### src/rtl/gpu_pkg.sv
// Shared types and constants for the GPU frame-buffer writer path.
package gpu_pkg;

   localparam int FB_WIDTH  = 320;
   localparam int FB_HEIGHT = 240;

   localparam logic [1:0] HTRANS_IDLE   = 2'b00;
   localparam logic [1:0] HTRANS_NONSEQ = 2'b10;
   localparam logic [2:0] HSIZE_WORD    = 3'b010;

   typedef struct packed {
      logic [8:0]  x;
      logic [7:0]  y;
      logic [23:0] color;
      logic        buf_sel;
   } pixel_t;

   typedef enum logic [1:0] {
      ST_IDLE,
      ST_XFER,
      ST_CLEAR,
      ST_FLUSH
   } wr_state_e;

endpackage

### src/rtl/pixel_fifo.sv
// Synchronous FIFO of rasterized pixels between the input handshake
// and the AHB write master.
module pixel_fifo
   import gpu_pkg::*;
#(
   parameter int DEPTH = 8
) (
   input  logic   clk,
   input  logic   rst,
   input  logic   push_i,
   input  logic   pop_i,
   input  pixel_t din_i,
   output pixel_t dout_o,
   output logic   full_o,
   output logic   empty_o
);

   localparam int AW = (DEPTH > 1) ? $clog2(DEPTH) : 1;
   localparam logic [AW:0] FULL_CNT = (AW + 1)'(DEPTH);

   pixel_t        mem_q [DEPTH];
   logic [AW-1:0] wr_q;
   logic [AW-1:0] rd_q;
   logic [AW:0]   cnt_q;
   logic          do_push;
   logic          do_pop;

   assign full_o  = (cnt_q == FULL_CNT);
   assign empty_o = (cnt_q == '0);
   assign do_push = push_i & ~full_o;
   assign do_pop  = pop_i & ~empty_o;
   assign dout_o  = mem_q[rd_q];

   always_ff @(posedge clk) begin
      if (do_push) begin
         mem_q[wr_q] <= din_i;
      end
   end

   always_ff @(posedge clk) begin
      if (rst) begin
         wr_q  <= '0;
         rd_q  <= '0;
         cnt_q <= '0;
      end else begin
         if (do_push) begin
            wr_q <= wr_q + 1'b1;
         end
         if (do_pop) begin
            rd_q <= rd_q + 1'b1;
         end
         unique case ({do_push, do_pop})
            2'b10:   cnt_q <= cnt_q + 1'b1;
            2'b01:   cnt_q <= cnt_q - 1'b1;
            default: cnt_q <= cnt_q;
         endcase
      end
   end

endmodule

### src/rtl/ahb_pixel_writer.sv
// Pixel FIFO front end plus AHB-Lite single-beat write master; also
// performs the whole-buffer clear fill.
module ahb_pixel_writer
   import gpu_pkg::*;
#(
   parameter int          FIFO_DEPTH = 8,
   parameter logic [31:0] FB_BASE    = 32'h0
) (
   input  logic        clk,
   input  logic        rst,
   input  logic        pix_valid,
   output logic        pix_ready,
   input  logic [8:0]  pix_x,
   input  logic [7:0]  pix_y,
   input  logic [23:0] pix_color,
   input  logic        pix_buf,
   input  logic        clr_req,
   input  logic        clr_buf,
   input  logic [23:0] clr_color,
   output logic        clr_done,
   output logic        busy,
   output logic [15:0] drop_cnt,
   output logic [31:0] HADDR,
   output logic [31:0] HWDATA,
   output logic        HWRITE,
   output logic [1:0]  HTRANS,
   output logic [2:0]  HSIZE,
   input  logic        HREADY
);

   localparam logic [8:0] X_LIM    = 9'(FB_WIDTH);
   localparam logic [7:0] Y_LIM    = 8'(FB_HEIGHT);
   localparam logic [8:0] BUF1_ROW = 9'(FB_HEIGHT);

   // Buffer 1 is stacked below buffer 0, so it is just a row offset.
   function automatic logic [31:0] pix_addr(
      input logic [8:0] x,
      input logic [7:0] y,
      input logic       b
   );
      logic [8:0]  row;
      logic [17:0] off;
      row = {1'b0, y} + (b ? BUF1_ROW : 9'd0);
      off = {1'b0, row, 8'h00} + {3'b000, row, 6'h00} + {9'h000, x};
      return FB_BASE + {12'h000, off, 2'b00};
   endfunction

   wr_state_e   state_q, state_d;
   pixel_t      in_pix, head;
   logic        push, pop, full, empty, hs, in_range;
   logic        issue;
   logic [31:0] iss_addr, iss_data;
   logic        aact_q, dval_q;
   logic [31:0] haddr_q, awdata_q, hwdata_q;
   logic        clr_pend_q, cbuf_q;
   logic [23:0] ccol_q;
   logic [8:0]  cx_q, cx_d;
   logic [7:0]  cy_q, cy_d;
   logic        done_q, done_d;
   logic [15:0] drop_q;
   logic        clr_busy;

   assign clr_busy  = (state_q == ST_CLEAR) | (state_q == ST_FLUSH);
   assign pix_ready = ~full & ~clr_pend_q & ~clr_busy & ~rst;
   assign hs        = pix_valid & pix_ready;
   assign in_range  = (pix_x < X_LIM) & (pix_y < Y_LIM);
   assign push      = hs & in_range;
   assign in_pix    = '{x: pix_x, y: pix_y, color: pix_color,
                        buf_sel: pix_buf};

   pixel_fifo #(
      .DEPTH(FIFO_DEPTH)
   ) u_fifo (
      .clk    (clk),
      .rst    (rst),
      .push_i (push),
      .pop_i  (pop),
      .din_i  (in_pix),
      .dout_o (head),
      .full_o (full),
      .empty_o(empty)
   );

   always_comb begin
      state_d  = state_q;
      pop      = 1'b0;
      issue    = 1'b0;
      iss_addr = pix_addr(head.x, head.y, head.buf_sel);
      iss_data = {8'h00, head.color};
      cx_d     = cx_q;
      cy_d     = cy_q;
      done_d   = 1'b0;
      unique case (state_q)
         ST_IDLE: begin
            if (!empty) begin
               state_d = ST_XFER;
               pop     = HREADY;
               issue   = HREADY;
            end else if (clr_pend_q) begin
               state_d = ST_CLEAR;
               cx_d    = '0;
               cy_d    = '0;
            end
         end
         ST_XFER: begin
            pop   = HREADY & ~empty;
            issue = pop;
            if (empty && !aact_q && (!dval_q || HREADY)) begin
               state_d = ST_IDLE;
            end
         end
         ST_CLEAR: begin
            issue    = HREADY;
            iss_addr = pix_addr(cx_q, cy_q, cbuf_q);
            iss_data = {8'h00, ccol_q};
            if (HREADY) begin
               if (cx_q == X_LIM - 9'd1) begin
                  cx_d = '0;
                  if (cy_q == Y_LIM - 8'd1) begin
                     state_d = ST_FLUSH;
                  end else begin
                     cy_d = cy_q + 8'd1;
                  end
               end else begin
                  cx_d = cx_q + 9'd1;
               end
            end
         end
         ST_FLUSH: begin
            if (!aact_q && (!dval_q || HREADY)) begin
               state_d = ST_IDLE;
               done_d  = 1'b1;
            end
         end
         default: state_d = ST_IDLE;
      endcase
   end

   always_ff @(posedge clk) begin
      if (rst) begin
         state_q    <= ST_IDLE;
         aact_q     <= 1'b0;
         dval_q     <= 1'b0;
         haddr_q    <= '0;
         awdata_q   <= '0;
         hwdata_q   <= '0;
         clr_pend_q <= 1'b0;
         cbuf_q     <= 1'b0;
         ccol_q     <= '0;
         cx_q       <= '0;
         cy_q       <= '0;
         done_q     <= 1'b0;
         drop_q     <= '0;
      end else begin
         state_q <= state_d;
         cx_q    <= cx_d;
         cy_q    <= cy_d;
         done_q  <= done_d;
         // Address and data phases only advance on HREADY edges.
         if (HREADY) begin
            dval_q <= aact_q;
            aact_q <= issue;
            if (aact_q) begin
               hwdata_q <= awdata_q;
            end
            if (issue) begin
               haddr_q  <= iss_addr;
               awdata_q <= iss_data;
            end
         end
         if (state_q == ST_IDLE && state_d == ST_CLEAR) begin
            clr_pend_q <= 1'b0;
         end else if (clr_req && !clr_pend_q && !clr_busy) begin
            clr_pend_q <= 1'b1;
            cbuf_q     <= clr_buf;
            ccol_q     <= clr_color;
         end
         if (hs && !in_range && drop_q != 16'hFFFF) begin
            drop_q <= drop_q + 16'd1;
         end
      end
   end

   assign HADDR    = haddr_q;
   assign HWDATA   = hwdata_q;
   assign HTRANS   = aact_q ? HTRANS_NONSEQ : HTRANS_IDLE;
   assign HWRITE   = aact_q;
   assign HSIZE    = HSIZE_WORD;
   assign clr_done = done_q;
   assign drop_cnt = drop_q;
   assign busy     = ~empty | aact_q | dval_q | clr_pend_q |
                     (state_q != ST_IDLE);

endmodule

### config.mk
export PLATFORM = sky130hd
export DESIGN_NAME = ahb_pixel_writer
export DESIGN_NICKNAME = d
export VERILOG_FILES = /design/src/rtl/gpu_pkg.sv /design/src/rtl/pixel_fifo.sv /design/src/rtl/ahb_pixel_writer.sv
export SDC_FILE = /design/constraint.sdc
export NUM_CORES = 1
export LEC_CHECK = 0
export BUFFER_PORTS_ARGS = -buffer_cell sky130_fd_sc_hd__buf_2
export CELL_PAD_IN_SITES_DETAIL_PLACEMENT = 1
export CELL_PAD_IN_SITES_GLOBAL_PLACEMENT = 1
export CORE_MARGIN = 1
export CORE_UTILIZATION = 40
export DETAILED_ROUTE_END_ITERATION = 8
export GPL_ROUTABILITY_DRIVEN = 0
export PLACE_DENSITY_LB_ADDON = 0.12
export SYNTH_ARGS = -nofsm -noshare
export SYNTH_HDL_FRONTEND = slang
export SYNTH_HIERARCHICAL = 1
export SYNTH_SLANG_ARGS = --single-unit
### constraint.sdc
create_clock -name clk -period 6.27 [get_ports clk]
set_input_delay 0.627 -clock clk [delete_from_list [all_inputs] [get_ports clk]]
set_output_delay 0.627 -clock clk [all_outputs]
set_load 0.03 [all_outputs]
* Word-level counts from Yosys, hierarchy flattened
Memories as Yosys holds them, arrays and structs flattened. A register that Yosys moved wholly into a read port is not among the register bits.
Index checks and enable logic that the tools add are counted.
** Operators by class
- Reductions and logical operators :: 26
- Equality and inequality tests :: 15
- Magnitude comparators :: 2
- Bitwise gates (word level) :: 21
- Add/sub/neg operators :: 13
- Mux-type cells :: 33
** Operators with widths (number)
- 8-bit two-way mux :: 7
- 17-bit by 15-bit adder with 18-bit output :: 2
- 18-bit by 9-bit adder with 18-bit output :: 2
- 9-bit two-way mux :: 4
- 24-bit two-way mux :: 1
- 20-bit two-way mux :: 1
- 8-bit by 8-bit adder with 9-bit output :: 2
- 9-bit case mux with 2 select lines :: 1
- 16-bit by 1-bit adder with 16-bit output (second input constant) :: 1
- 2-bit two-way mux :: 8
- 16-bit inequality test (second input constant) :: 1
- 8-bit case mux with 2 select lines :: 1
- 9-bit by 1-bit adder with 9-bit output (second input constant) :: 1
- 1-bit AND :: 9
- 9-bit equality test (second input constant) :: 1
- 9-bit less-than comparator (second input constant) :: 1
- 8-bit by 1-bit adder with 8-bit output (second input constant) :: 1
- 2-bit equality test (second input constant) :: 4
- 8-bit equality test (second input constant) :: 1
- 1-bit logical AND :: 8
- 8-bit less-than comparator (second input constant) :: 1
- 2-bit inequality test (second input constant) :: 4
- 2-bit case mux with 4 select lines :: 1
- 4-bit case mux with 2 select lines :: 1
- 21 further kinds :: 46
** Word-level totals
- Input port bits :: 72
- Bits in writable memories :: 336
- Register bits after elaboration :: 170
- Memories :: 1
- Output and inout port bits :: 89
** Memories
- u_fifo.mem_q :: depth 8, width 42, read ports 1, clocked after Yosys merged registers in 1, wr ports 1, line pixel_fifo.sv:21 : pixel_t mem_q [DEPTH];

* Longest topological paths before layout
Gate-level depths: netlist of the first run.
- Depth in word-level cells :: 10
- Gate-level depth with buffers :: 16

* Modules after synthesis
The synthesis of the first run kept the hierarchy.
** Modules (own cells, without submodules)
- pixel_fifo :: area an instance 13274.0 um^2, instances 1, cells each 559, seq. area each 10349.9 um^2
- ahb_pixel_writer :: area an instance 6717.7 um^2, instances 1, cells each 834, seq. area each 2602.5 um^2

* Least setup slack after synthesis of the first run
OpenSTA, ideal clock, no wires.
- Path kind :: flip-flop to flip-flop
- Start point :: reg u_fifo.cnt_q[0]
- End point :: mem u_fifo/mem_q[0][0] in the netlist's numbering (enable)
- Setup slack :: -103 ps
- Path buffers :: 1
- Required time :: 5724 ps
- Cell stages (with the launch flop) :: 8
- Arrival :: 5827 ps
- Clock period less this slack :: 6373 ps
- Cell sequence :: dfxtp_1 > or4b_1 > buf_2 > inv_1 > or4_4 > nor3_1 > nand2_4 > nor4_1
** Between the ends
- Longest elaborated chain between the ends :: 10
** Ends and longest elaborated chain
- start, declared :: line pixel_fifo.sv:24 : logic [AW:0] cnt_q;
- start signal, assigned :: line pixel_fifo.sv:53 : 2'b10: cnt_q <= cnt_q + 1'b1;
- start signal, assigned :: line pixel_fifo.sv:54 : 2'b01: cnt_q <= cnt_q - 1'b1;
- start signal, assigned :: line pixel_fifo.sv:55 : default: cnt_q <= cnt_q;
- 4-bit equality test :: line pixel_fifo.sv:28 : assign full_o = (cnt_q == FULL_CNT);
- via full :: line ahb_pixel_writer.sv:50 : logic push, pop, full, empty, hs, in_range;
- 1-bit NOT :: line ahb_pixel_writer.sv:64 : assign pix_ready = ~full & ~clr_pend_q & ~clr_busy & ~rst;
- 1-bit AND (3 in a row) :: line ahb_pixel_writer.sv:64
- 1-bit AND :: line ahb_pixel_writer.sv:65 : assign hs = pix_valid & pix_ready;
- 1-bit AND :: line ahb_pixel_writer.sv:67 : assign push = hs & in_range;
- via push :: line ahb_pixel_writer.sv:50
- 1-bit AND :: line pixel_fifo.sv:30 : assign do_push = push_i & ~full_o;
- 1-bit two-way mux :: line pixel_fifo.sv:35 : if (do_push) begin
- 1-bit two-way mux (not written as such) :: line pixel_fifo.sv:36 : mem_q[wr_q] <= din_i;
- end, declared :: line pixel_fifo.sv:21
The timed path passes the listed nets, and every way through them passes these cells.

==> results.json, run 1 <==
{
  "p_leak_nw": 8.06,
  "grt-ovfl-total": 0,
  "finalHoldViolations": 0,
  "syn_inst": 1393,
  "nNetsFinal": 1658,
  "hold_class": "input port to register",
  "finalSetupTns_ns": 0,
  "synth.most_common_cell": "edfxtp_1",
  "viasPerCell": 5.29,
  "cts-buffers-inserted": 52,
  "rsz0062_at_grt": "no",
  "first_pass_iters": 4,
  "synth_top_area_share_pct": 50.5,
  "setup_ws_ns": 1.73,
  "grt_pass1_vias": 12400,
  "die_w_um": 226,
  "cts_setup_buffers": 0,
  "slew_headroom_pct": 28.7,
  "grt_max_degree": 71,
  "fin_skew_ns": 0.0365,
  "antenna_found_initial": 3,
  "fmax_mhz": 220,
  "synthTopCellsByArea": "edfxtp_1, dfxtp_1, mux4_2, nand2_1, ha_1",
  "period_minus_slack_ns": 4.54,
  "grt_usage_pct": 20.1,
  "core_um2": 49200,
  "syn_avg_cell_area_um2": 14.4,
  "ys_async_sr_fraction_pct": 0,
  "synth_seq_cells": 479,
  "wire_per_inst_um": 22.2,
  "drtIter0Drc": 664,
  "slew_violations": 0,
  "rows": 81,
  "htree_levels": 2,
  "dp_hpwl_um": 30500,
  "root_buffer": "clkbuf_16",
  "cts_tree": "yes",
  "worst_slew_pin_slew_ns": 1.07,
  "floorplan.io_pins": 161,
  "place_inst": 2140,
  "finalNonFillerCells": 2237,
  "peakVddDrop_v": 0.000196,
  "p_per_area_nw_per_um2": 314,
  "min_from": "clr_color[15]",
  "status": "finished clean",
  "ys_seq_area_share_pct": 64.8,
  "cts_resized": 0,
  "cts_num_sinks": 479,
  "synth_edf_count": 336,
  "setup-violations-final": 0,
  "crit_type": "register to register",
  "postCtsHoldBufs": 0,
  "critPathArrivalTime_ns": 5.02,
  "clk_latency_ns": 0.61,
  "areaGrowthSynthToFinish_pct": 15.5,
  "initial_core_util_pct": 40.7,
  "drv_cap": 0,
  "clk_pin_slew_worst_paths_ns": 0.06,
  "yosysUniqueCellTypes": 59,
  "ant_nets": 0,
  "vias": 11800,
  "min_period_over_period_pct": 72.5,
  "synth_area_um2": 20000,
  "cts_max_path_buffers": 3,
  "critPathLaunchType": "register",
  "pre_cts_slack_ns": 1.63,
  "fp.dieH_um": 226,
  "grt_pass1_wl_um": 76100,
  "routed_wl_um": 49700,
  "port-buffer-count": 134,
  "end_kind": "register",
  "dieArea_um2": 50900,
  "synth_warnings": 6,
  "synth_top_area_cell": "edfxtp_1",
  "yosys-top-cells-count": "edfxtp_1, nand2_1, dfxtp_1",
  "ys.flop_type": "edfxtp_1",
  "path_max_fanout": 28,
  "drive_gt1_share_pct": 24.2,
  "drc": 0,
  "cp.required_ns": 6.75
}
-- report_power, final --
group	leakage [nW]	internal, mW	switching [mW]	total [mW]
registers	4.19	3.46	0.0525	3.51
logic	3.01	0.206	0.416	0.622
clock network	0.861	1.85	1.27	3.12
total	8.06	5.51	1.74	7.25
-- path summary, 6_finish.rpt --
kind	end	slack (ns)	depth (start not counted)
max	HADDR[18]$_SDFFE_PP0P_	1.73	13
min	ccol_q[15]$_SDFFE_PP0P_	0.25	3
max reg2reg	HADDR[18]$_SDFFE_PP0P_	1.73	13
min reg2reg	HWDATA[0]$_SDFFE_PP0P_	0.45	2
-- logic make-up after synthesis --
logic type,Yosys count,synth area share (%)
compound gates,168,5.57
xor+xnor,49,2.15
mux,130,12.0
simple gates,397,8.68
fa+ha+maj,56,3.73
other cells,2,0.0376
flops,479,64.8
buf+inv,112,3.00
-- per-stage QoR --
step                      cell area, µm²  utilization, %  power [mW]  hold slack (ns)
after floorplan                    20100               -        3.99            0.432
after global placement             21300            43.4        4.20            0.441
after detailed placement           21300            43.4        4.21            0.446
after CTS                          23100            47.0        7.34            0.222
after global routing               23100            47.0        7.51            0.257
final                              23100            47.0        7.25            0.251
-- cell usage in the layout, fill, tap and decap left out, types with 7 or more instances in the layout --
cell,Yosys,final
edfxtp_1,336,336
nand2_1,198,198
dfxtp_1,143,140
buf_2,9,133
nor2_1,102,99
mux4_2,84,84
a21oi_1,73,73
clkbuf_16,0,54
ha_1,50,50
mux2_2,43,43
a311oi_1,32,32
xor2_1,29,29
conb_1,2,26
xnor2_1,20,20
nand3_1,20,20
buf_4,27,19
inv_1,15,15
o21ai_0,11,11
nand4_1,10,10
nor3_1,14,10
clkinv_1,0,10
clkinv_2,0,10
nand2b_1,10,9
a21o_1,7,7
a211oi_1,7,7
and3_1,7,7
clkbuf_1,49,7
-- layout make-up --
cell class / count / area, µm²
Fill cell: 4950 / 26100
Antenna cell: 1 / 2.50
Inverter: 15 / 56.3
Multi-Input combinational cell: 826 / 6600
Clock buffer: 67 / 1460
Tap cell: 664 / 831
Sequential cell: 479 / 13000
Timing Repair Buffer: 156 / 888
Clock inverter: 29 / 299
-- sequential cells by signal, summed over array words and instances, names as in the netlist, 2 cells and up, named ones only --
signal and count:
state_q 2, u_fifo/cnt_q 4, drop_cnt 16, HADDR 18
HWDATA 24, u_fifo/wr_q 3, ccol_q 24, u_fifo/rd_q 3
cx_q 9, awdata_q 24, cy_q 8, u_fifo/mem_q 336
-- worst max-delay path: stages (launching register included) --
cell and delay (ns):
dfxtp_4 0.72, buf_4 0.48, mux4_2 0.56, mux2_2 0.30, ha_1 0.32, a21oi_1 0.18, xnor2_1 0.18, ha_1 0.28
ha_1 0.35, a211o_1 0.29, nor3_1 0.13, a221oi_1 0.11, xnor2_1 0.14, a2111oi_0 0.37
-- per-layer routing --
layer  routed length, µm  part of all wire, %  GRT usage, %  vias to the layer above
met5                  35                0.070             0                        -
met4                 900                  1.8          5.33                        6
met3                1970                  4.0          3.30                       68
met2               23400                   47          32.6                      212
met1               23400                   47          28.1                     6097
li1                    -                    -             -                     5453
Note: power is estimated with default switching activity, not from simulation.
==> inputs of run 2 (changes only) <==
==> constraint.sdc (replaced) <==
create_clock -name clk -period 4.2 [get_ports clk]
set_input_delay 0.42 -clock clk [delete_from_list [all_inputs] [get_ports clk]]
set_output_delay 0.42 -clock clk [all_outputs]
set_load 0.03 [all_outputs]
==> run 2 against run 1 <==
Compared with the run above:
- cell count increased by 0.49%
- global-route usage grew 0.24 points
- first-iteration DRC count shrank 5.3%
- worst setup slack got worse by 1.5 ns
- largest power group unchanged
==> results.json, run 2 (synthesis results as in run 1) <==
{
  "cp.required_ns": 4.66,
  "path_max_fanout": 7,
  "slew_headroom_pct": 21.3,
  "dieArea_um2": 50900,
  "end_kind": "register",
  "crit_type": "register to register",
  "drv_cap": 0,
  "rows": 81,
  "slew_violations": 0,
  "floorplan.io_pins": 161,
  "grt_pass1_wl_um": 77300,
  "min_period_over_period_pct": 95.0,
  "worst_slew_pin_slew_ns": 1.18,
  "drtIter0Drc": 629,
  "period_minus_slack_ns": 3.99,
  "top_register": "u_fifo/mem_q",
  "grt_usage_pct": 20.4,
  "fin_skew_ns": 0.0204,
  "root_buffer": "clkbuf_16",
  "viasPerCell": 5.27,
  "areaGrowthSynthToFinish_pct": 16.2,
  "finalHoldViolations": 0,
  "grt-ovfl-total": 0,
  "first_pass_iters": 4,
  "cts_num_sinks": 479,
  "place_inst": 2151,
  "hold_class": "input port to register",
  "fp.dieH_um": 226,
  "htree_levels": 2,
  "grt_pass1_vias": 12500,
  "nNetsFinal": 1669,
  "wire_per_inst_um": 22.4,
  "ant_nets": 0,
  "met2_usage_pct": 32.7,
  "use_met1_pct": 28.8,
  "setup-violations-final": 0,
  "cts-buffers-inserted": 52,
  "antenna_found_initial": 6,
  "peakVddDrop_v": 0.000332,
  "status": "finished clean",
  "finalNonFillerCells": 2248,
  "port-buffer-count": 134,
  "cts_tree": "yes",
  "grt.busiest_layer": "met2",
  "initial_core_util_pct": 40.7,
  "p_per_area_nw_per_um2": 463,
  "vias": 11800,
  "drive_gt1_share_pct": 24.5,
  "routed_wl_um": 50400,
  "num_antenna_cells": 0,
  "dp_hpwl_um": 30500,
  "most-common-layout-cells": "edfxtp_1, nand2_1, dfxtp_1",
  "cts_setup_buffers": 0,
  "clk_pin_slew_worst_paths_ns": 0.06,
  "fmax_mhz": 251,
  "grt_max_degree": 77,
  "p_leak_nw": 8.10,
  "grt.met3_usage_pct": 3.47,
  "cts_max_path_buffers": 3,
  "drc": 0,
  "critPathLaunchType": "register",
  "die_w_um": 226,
  "clk_latency_ns": 0.59,
  "core_um2": 49200,
  "layout_commonest_cell": "edfxtp_1",
  "largest_register_ffs": 336,
  "critPathArrivalTime_ns": 4.45,
  "finalSetupTns_ns": 0
}
## run 2: cell types whose count changed in the layout (fill, tap and decap cells not counted), sizes merged
| cell | delta |
|---|---|
| buf | +11 |
| clkbuf | +5 |
| clkinv | -3 |
| clkinvlp | -1 |
| diode | -1 |
## run 2: power by group
part           switching, mW  total [mW]  leakage [nW]  internal (mW)
registers             0.0773        5.24          4.19           5.16
logic                  0.635       0.954          3.09          0.320
clock network           1.84        4.55         0.823           2.71
## run 2: cell type report
type,count,area (µm²)
inverters,15,56.3
well taps,664,831
clock buffers,72,1450
fillers,4916,25900
clock inverters,25,251
repair buffers,167,1040
flip-flops and latches,479,13000
multi-input cells,826,6640
## run 2: worst paths after layout
path                                              start                 endpoint  slack (ns)  depth (start not counted)
worst max-delay path                           register   HADDR[18]$_SDFFE_PP0P_        0.21                         13
worst min-delay path                       clr_color[2]   ccol_q[2]$_SDFFE_PP0P_        0.08                          3
worst max register to register                 register   HADDR[18]$_SDFFE_PP0P_        0.21                         13
worst min register to register  HWDATA[17]$_SDFFE_PP0P_  HWDATA[17]$_SDFFE_PP0P_        0.45                          2
## run 2: critical path: stages (launching register included)
cell and delay [ns]:
dfxtp_4 0.42, mux4_2 0.52, mux2_4 0.32, ha_1 0.24, fa_1 0.42, a21o_1 0.21, a21oi_2 0.16, inv_1 0.08
ha_1 0.30, ha_1 0.31, o21ai_1 0.12, a221oi_2 0.33, xnor2_1 0.10, a2111oi_1 0.33
## run 2: metrics by stage
step	hold WS (ns)	util (%)	area (µm²)	worst slack (ns)	power (mW)
after floorplan	0.432	-	20100	-1.06	5.96
after global placement	0.440	43.7	21500	0.128	6.27
after detailed placement	0.449	43.7	21500	0.0811	6.29
after CTS	0.0398	47.1	23200	0.00227	10.9
after global routing	0.0559	47.2	23200	-0.0146	11.2
final	0.0751	47.2	23200	0.210	10.7
## run 2: metal layers
layer	up-vias	routed length [µm]
met2	229	24000
met3	65	2100
met4	10	808
met5	-	61
li1	5475	-
met1	6058	23500
## run 2: timing repair
item | 4_1_cts | 5_1_grt
setup endpoints to repair | 0 | 4
gates resized for setup | 0 | 12
hold buffers | 0 | 0
==> inputs of run 3 (changes only) <==
--- a/config.mk
+++ b/config.mk
@@ -10,6 +10,8 @@
 export CELL_PAD_IN_SITES_GLOBAL_PLACEMENT = 1
 export CORE_MARGIN = 1
 export CORE_UTILIZATION = 40
+export CTS_BUF_LIST = sky130_fd_sc_hd__clkbuf_16
+export CTS_CLUSTER_SIZE = 10
 export DETAILED_ROUTE_END_ITERATION = 8
 export GPL_ROUTABILITY_DRIVEN = 0
 export PLACE_DENSITY_LB_ADDON = 0.12
==> constraint.sdc (replaced) <==
create_clock -name clk -period 5.19 [get_ports clk]
set_input_delay 0.519 -clock clk [delete_from_list [all_inputs] [get_ports clk]]
set_output_delay 0.519 -clock clk [all_outputs]
set_load 0.03 [all_outputs]
==> run 3 against run 2 <==
Compared with the run above:
- power is 21% lower
- worst setup slack better by 0.58 ns
- clock-buffer cell count is 16 lower
- via count is 0.11% higher
- sequential share of layout area is 0.49 points higher
- clock skew is 0.0063 ns higher
- critical endpoint is now HADDR[15]$_SDFFE_PP0P_
- combinational power is 21% lower
==> results.json, run 3 (synthesis results as in run 1) <==
{
  "antenna_found_initial": 6,
  "grt_pass1_wl_um": 76400,
  "setup-violations-final": 0,
  "drv_cap": 0,
  "period_minus_slack_ns": 4.40,
  "slew_headroom_pct": 25.0,
  "crit_chain": "buf_4 -> mux4_2 -> mux2_2 -> fa_1 -> inv_1 -> fa_1 -> nor2b_1 -> o31a_1 -> o21ai_0 -> nand2b_1 -> xnor2_1 -> a2111oi_0",
  "hold_class": "input port to register",
  "port-buffer-count": 134,
  "die_w_um": 226,
  "drtIter0Drc": 588,
  "fmax_mhz": 227,
  "clk_latency_ns": 0.61,
  "fin_hold_ws_ns": 0.150,
  "end_kind": "register",
  "first_pass_iters": 4,
  "cts_num_sinks": 479,
  "cts_resized": 0,
  "cp_top_family": "adder cells",
  "top_register": "u_fifo/mem_q",
  "clk_pin_slew_worst_paths_ns": 0.06,
  "drive_gt1_share_pct": 23.2,
  "grt_max_degree": 79,
  "p_seq_share_pct": 50.1,
  "combPwrFrac_pct": 8.9,
  "p_per_area_nw_per_um2": 368,
  "cp_num_cells": 12,
  "power_switching_mw": 2.09,
  "reg2reg_depth": 12,
  "p_leak_nw": 8.14,
  "final_core_util_pct": 46.8,
  "grt_pass1_vias": 12400,
  "dp_hpwl_um": 31000,
  "areaGrowthSynthToFinish_pct": 15.1,
  "cts_tree": "yes",
  "cts-buffers-inserted": 56,
  "holdPathStages": 3,
  "core_um2": 49200,
  "cp.required_ns": 5.64,
  "dieArea_um2": 50900,
  "crit_type": "register to register",
  "critPathLaunchType": "register",
  "slew_violations": 0,
  "min_period_over_period_pct": 84.9,
  "vias": 11900,
  "routed_wl_um": 50000,
  "largest_register_ffs": 336,
  "drc": 0,
  "layout_commonest_cell": "edfxtp_1",
  "finalHoldViolations": 0,
  "path_max_fanout": 33,
  "initial_core_util_pct": 40.7,
  "root_buffer": "clkbuf_16",
  "grt_usage_pct": 20.2,
  "cell_internal_pwr_mw": 6.37,
  "cts_max_path_buffers": 3,
  "grt-ovfl-total": 0,
  "swShare_pct": 24.7,
  "postCtsHoldBufs": 0,
  "nNetsFinal": 1666,
  "worst_slew_pin_slew_ns": 1.12,
  "most-common-layout-cells": "edfxtp_1, nand2_1, dfxtp_1",
  "ant_nets": 0,
  "htree_levels": 2,
  "pwr-share-clk_pct": 40.9,
  "dpl_cell_area_um2": 21400,
  "final_area_um2": 23000,
  "peakVddDrop_v": 0.000242,
  "critPathBufInv": 2,
  "critPathMostFrequentCell": "fa_1",
  "rsz0062_at_grt": "no",
  "cpPeakStageDelay_ns": 0.66,
  "fp.dieH_um": 226,
  "cts_setup_buffers": 0,
  "rows": 81,
  "status": "finished clean",
  "critPathArrivalTime_ns": 4.85,
  "floorplan.io_pins": 161,
  "slowest_stage": "buf_4",
  "viasPerCell": 5.27,
  "fin_skew_ns": 0.0268,
  "wire_per_inst_um": 22.2
}
==> run 3: cell types whose count changed in the layout (fill, tap and decap cells not counted), sizes merged <==
cell	change
clkbuf	-16
clkinv	-10
inv	+38
clkinvlp	+1
buf	-7
bufinv	-5
diode	+1
==> run 3: final cells by class <==
cell class	count	area [µm²]
timing repair buffer	160	931
antenna	1	2.50
tap	664	831
fill	4940	26100
clock inverter	49	231
clock buffer	56	1400
inverter	15	56.3
multi-input combinational	826	6600
sequential	479	13000
==> run 3: worst paths after layout <==
check	start	end	slack, ns
max	register	HADDR[15]$_SDFFE_PP0P_	0.79
min	clr_color[9]	ccol_q[9]$_SDFFE_PP0P_	0.15
max reg2reg	register	HADDR[15]$_SDFFE_PP0P_	0.79
min reg2reg	HWDATA[9]$_SDFFE_PP0P_	HWDATA[9]$_SDFFE_PP0P_	0.45
==> run 3: worst register-to-register path, stage by stage (launching register included) <==
cell and delay [ns]:
dfxtp_4 0.57, buf_4 0.67, mux4_2 0.61, mux2_2 0.32
fa_1 0.52, inv_1 0.07, fa_1 0.43, nor2b_1 0.20
o31a_1 0.19, o21ai_0 0.09, nand2b_1 0.09, xnor2_1 0.06
a2111oi_0 0.43
==> run 3: power groups by stage <==
stage,logic [mW],clock network (mW),registers (mW)
after floorplan,0.480,0,4.34
after global placement,0.751,0,4.32
after detailed placement,0.762,0,4.32
after CTS,0.768,3.57,4.24
after global routing,0.840,3.70,4.25
final,0.756,3.47,4.24
==> run 3: through the flow <==
| stage | setup slack (ns) | cells | power, mW | setup TNS (ns) |
|---|---|---|---|---|
| CTS | 0.634 | 2249 | 8.58 | 0 |
| global placement | 0.854 | 2144 | 5.07 | 0 |
| global route | 0.318 | 2250 | 8.80 | 0 |
| floorplan | -0.0712 | 1417 | 4.82 | -8.97 |
| finish | 0.785 | 2250 | 8.46 | 0 |
| detailed placement | 0.748 | 2144 | 5.08 | 0 |
==> run 3: per-layer routing <==
metal,up-vias,part of all wire (%),GRT usage [%],wire [µm]
li1,5479,-,-,-
met4,8,1.9,5.55,953
met3,77,4.0,3.55,2020
met1,6082,48,28.2,23800
met2,204,46,32.3,23200
met5,-,0.11,0,57
